**src/rtl/fpu_arbiter.sv**
```systemverilog
// rtl/fpu_arbiter.sv - two-requester round-robin arbiter in front of a shared combinational FPU
// One operation in flight: accept in IDLE, sample fpu_y in ISSUE, hold the result in RESP.
module fpu_arbiter #(
  parameter int W   = 10,
  parameter int OPW = 4
) (
  input  logic             clock,
  input  logic             reset,
  input  logic [1:0]       req_valid,
  output logic [1:0]       req_ready,
  input  logic [2*W-1:0]   req_a,
  input  logic [2*W-1:0]   req_b,
  input  logic [2*OPW-1:0] req_op,
  output logic [1:0]       resp_valid,
  input  logic [1:0]       resp_ready,
  output logic [W-1:0]     resp_data,
  output logic [W-1:0]     fpu_a,
  output logic [W-1:0]     fpu_b,
  output logic [OPW-1:0]   fpu_sel,
  input  logic [W-1:0]     fpu_y,
  output logic             busy,
  output logic [7:0]       op_count
);

  typedef enum logic [1:0] {IDLE, ISSUE, RESP} state_t;

  state_t         r_state;
  state_t         w_next;
  logic           r_last;
  logic [W-1:0]   r_resp_data;
  logic [W-1:0]   r_fpu_a;
  logic [W-1:0]   r_fpu_b;
  logic [OPW-1:0] r_fpu_sel;
  logic [7:0]     r_op_count;
  logic           w_gnt;
  logic [1:0]     w_gnt_oh;
  logic [1:0]     w_last_oh;
  logic           w_accept;
  logic           w_issue;
  logic           w_resp_done;

  // Under contention the requester not served last wins; r_last doubles as the owner of the op in flight.
  assign w_gnt     = (req_valid == 2'b11) ? ~r_last : req_valid[1];
  assign w_gnt_oh  = w_gnt  ? 2'b10 : 2'b01;
  assign w_last_oh = r_last ? 2'b10 : 2'b01;

  always_ff @(posedge clock or posedge reset) begin
    if (reset) r_state <= IDLE;
    else       r_state <= w_next;
  end

  always_comb begin
    w_next      = r_state;
    req_ready   = 2'b00;
    resp_valid  = 2'b00;
    w_accept    = 1'b0;
    w_issue     = 1'b0;
    w_resp_done = 1'b0;
    case (r_state)
      IDLE: begin
        if (|req_valid && !reset) begin
          req_ready = w_gnt_oh;
          w_accept  = 1'b1;
          w_next    = ISSUE;
        end
      end
      ISSUE: begin
        w_issue = 1'b1;
        w_next  = RESP;
      end
      RESP: begin
        resp_valid = w_last_oh;
        if (|(resp_ready & w_last_oh)) begin
          w_resp_done = 1'b1;
          w_next      = IDLE;
        end
      end
      default: w_next = IDLE;
    endcase
  end

  always_ff @(posedge clock or posedge reset) begin
    if (reset) begin
      r_last      <= 1'b1;
      r_resp_data <= '0;
      r_fpu_a     <= '0;
      r_fpu_b     <= '0;
      r_fpu_sel   <= '0;
      r_op_count  <= 8'd0;
    end else begin
      if (w_accept) begin
        r_last    <= w_gnt;
        r_fpu_a   <= w_gnt ? req_a[W +: W]     : req_a[0 +: W];
        r_fpu_b   <= w_gnt ? req_b[W +: W]     : req_b[0 +: W];
        r_fpu_sel <= w_gnt ? req_op[OPW +: OPW] : req_op[0 +: OPW];
      end
      if (w_issue)     r_resp_data <= fpu_y;
      if (w_resp_done) r_op_count  <= r_op_count + 8'd1;
    end
  end

  assign resp_data = r_resp_data;
  assign fpu_a     = r_fpu_a;
  assign fpu_b     = r_fpu_b;
  assign fpu_sel   = r_fpu_sel;
  assign op_count  = r_op_count;
  assign busy      = (r_state != IDLE);

endmodule

```
**config.mk**
```make
export PLATFORM = sky130hd
export DESIGN_NAME = fpu_arbiter
export DESIGN_NICKNAME = d
export VERILOG_FILES = /design/src/rtl/fpu_arbiter.sv
export SDC_FILE = /design/constraint.sdc
export NUM_CORES = 1
export LEC_CHECK = 0
export CAP_MARGIN = 0
export CORE_MARGIN = 3
export CORE_UTILIZATION = 40
export CTS_BUF_LIST = sky130_fd_sc_hd__clkbuf_2
export DETAILED_ROUTE_END_ITERATION = 16
export PLACE_DENSITY = 0.82
export SLEW_MARGIN = 10
export SYNTH_ARGS = -nofsm -noshare
export SYNTH_HDL_FRONTEND = slang
export SYNTH_SLANG_ARGS = --single-unit
```
**constraint.sdc**
```tcl
create_clock -name clock -period 1.6 [get_ports clock]
set_input_delay 0.16 -clock clock [delete_from_list [all_inputs] [get_ports clock]]
set_output_delay 0.16 -clock clock [all_outputs]
set_load 0.01 [all_outputs]
```
==> reports/results.ini <==
[drt]
ant_nets = 0
dr.pass1.iters = 4
drt_wl_total_um = 5970
vias_per_cell = 5.15
vias = 1962
drc_errors = 0
wl_per_cell_um = 15.7
drt_first_iter_violations = 65

[sta]
worst_clock_skew_ps = 13.2
fmax_mhz = 571
worst_slew_pin_slew_ps = 502
final.setup.tns_ps = -246
min_period_ps = 1750
rsz0062_at_grt = yes
timing.final.crit_share = 1.09
relSlewSlack = 0.665
slew_viol_final = 0
finalSetupViolCount = 3
final_hold_viol_count = 0
worst_slack_ps = -151

[setup_path]
critPathLaunchType = flop
path_delay_family = simple AND/OR/NAND/NOR gates
crit_chain = or3_4 -> nor3b_4 -> buf_2
critPathRequiredTime_ps = 1440
worst-endpoint-arrival_ps = 1590
critPathMaxStageDelay_ps = 430
critPathKind = flop to primary output
cp_slowest_cell = dfrtp_1
crit_buf_inv = 1
cp-end-kind = primary output
critical_path.max_fanout = 2

[placement]
port_buffers = 110
dp_slack_ps = -345
place_congestion = 0.734
place.detailed.hpwl_um = 4220

[layout]
antennaDiodeCount = 0
fill_cells = 363
multi_input_area_sq_um = 873
fin_nets = 379
layout-drive-gt1-share = 0.207
area_growth_pct = 72.1
final_common_cell = clkdlybuf4s50_1
register_area_sq_um = 1130
mostFrequentLayoutCells = 89 x clkdlybuf4s50_1, 43 x dfrtp_1, 26 x nand2_1, 26 x nor3_1

[clock_tree]
cts_buffers = 5
clk_path_buf_depth = 2
htree_levels = 2
root_buffer = clkbuf_2
cts.sinks = 45
clk_pin_slew_worst_paths_ps = 220
worstSkewPairLatency_ps = 400
cts_tree = done
postCtsHoldBufs = 0

[synthesis]
syn_area_sq_um = 2050
synth.avg_cell_area_sq_um = 11.2
synthArstFlopShare = 1.00
synthFlopType = dfrtp_1
ys_seq_area_frac = 0.550
syn-num-nets = 248
yosysWarnings = 0
synth_cells = 183
ys_types = 29
synth_seq_cells = 45
synth_edf_count = 0

[grt]
grt_usage = 0.198
grt_max_degree = 35
gr-total-overflow = 0
antenna_found_initial = 0
first_global_vias = 1935
grt_pass1_wl_um = 9450

[pwr]
powerDensity_nw_per_um2 = 1540
vdd_drop_max_mv = 0.745
power.share.clock = 0.083
power_frac_comb = 0.559
switchingPower_w = 0.00186
seqPwrFrac = 0.358
netSwitchingFraction = 0.342
power.leakage_nw = 1.69
power.internal_w = 0.00358

[die]
core_sq_um = 4850
die_w_um = 77.6
dieArea_sq_um = 6020
io_pins = 111
core.rowCount = 25
die_h_um = 77.6
initial_core_util = 0.423

[run_status]
status = complete, but fails checks
violations = setup timing

[hold_path]
min_path_type = primary input to async pin

[job]
drv_cap = 0

[power by group through the flow]
stage	clock, W	sequential, W	combinational (W)
global placement	0	0.00199	0.00271
floorplan	0	0.00224	0.000977
global route	0.000524	0.00202	0.00326
finish	0.000451	0.00195	0.00305
CTS	0.000466	0.00198	0.00285
detailed placement	0	0.00201	0.00277
[synthesized netlist by cell type, types with 2 or more instances]
library cell  count  share of area
dfrtp_1          44           0.54
mux2_2           12          0.066
buf_2            11          0.027
buf_6             2          0.011
and3_1            2         0.0061
xor2_1            3          0.013
nand3_1           2         0.0049
nand2_1          26          0.048
nor2_1            4         0.0073
a221o_1          24           0.12
xnor2_1           4          0.017
nor3_1           27          0.066
inv_1             4         0.0073
clkbuf_1          2         0.0037
nand2b_1          2         0.0061
[layer usage]
| layer | vias up | GRT usage | share of wire |
|---|---|---|---|
| met1 | 943 | 0.250 | 0.42 |
| met5 | - | 0 | 0 |
| met3 | 11 | 0.0673 | 0.074 |
| met4 | 0 | 0.0730 | 0.019 |
| li1 | 929 | - | - |
| met2 | 79 | 0.315 | 0.49 |
[repair_timing]
| item | in CTS | in global routing |
|---|---|---|
| gates resized for setup | 28 | 23 |
| setup endpoints to repair | 32 | 51 |
| setup buffers | 2 | 11 |
| cloned | 0 | 1 |
| pin swaps | 4 | 2 |
[sequential cells by signal, summed over array words and instances, names as in the netlist]
signal     count
r_state        2
fpu_sel        4
resp_data     10
r_last         1
op_count       8
fpu_b         10
fpu_a         10
[cells by family after synthesis]
logic type | count (synthesis) | share of synthesized area
fa+ha+maj | 1 | 0.00610
xor+xnor | 7 | 0.0299
mux | 13 | 0.0708
compound gates | 27 | 0.124
flops | 45 | 0.550
simple gates | 71 | 0.170
buf+inv | 19 | 0.0488
[through the flow]
step	total power, W	instance area (sq um)	utilization	hold slack (ps)	cells
final	0.00545	3530	0.728	175	381
after detailed placement	0.00478	3290	0.679	478	360
after floorplan	0.00321	2050	-	305	183
after global routing	0.00581	3530	0.728	147	381
after global placement	0.00470	3290	0.679	457	360
after CTS	0.00529	3360	0.693	162	369
[layout make-up]
class	instances	area share
Clock buffer	5	0.00709
Clock inverter	2	0.00319
Inverter	4	0.00496
Multi-Input combinational cell	119	0.247
Sequential cell	45	0.320
Tap cell	67	0.0238
Timing Repair Buffer	139	0.394
[path summary, 6_finish.rpt]
check / from / to / slack, ps / depth (start not counted)
worst max-delay path: r_state[1] / req_ready[0] / -150 / 3
worst min-delay path: reset / fpu_a[6] / 180 / 3
worst max register to register: r_state[1] / fpu_a[8] / -10 / 6
worst min register to register: op_count[7] / op_count[7] / 500 / 1
max in group asynchronous: reset / r_last / 1160 / 3
min in group clock: req_a[11] / fpu_a[1] / 340 / 2
[worst min-delay path, delay by kind of cell]
kind	cells	cell delay [ps]
buffers and inverters	3	810
(Power assumes the default switching activity.)
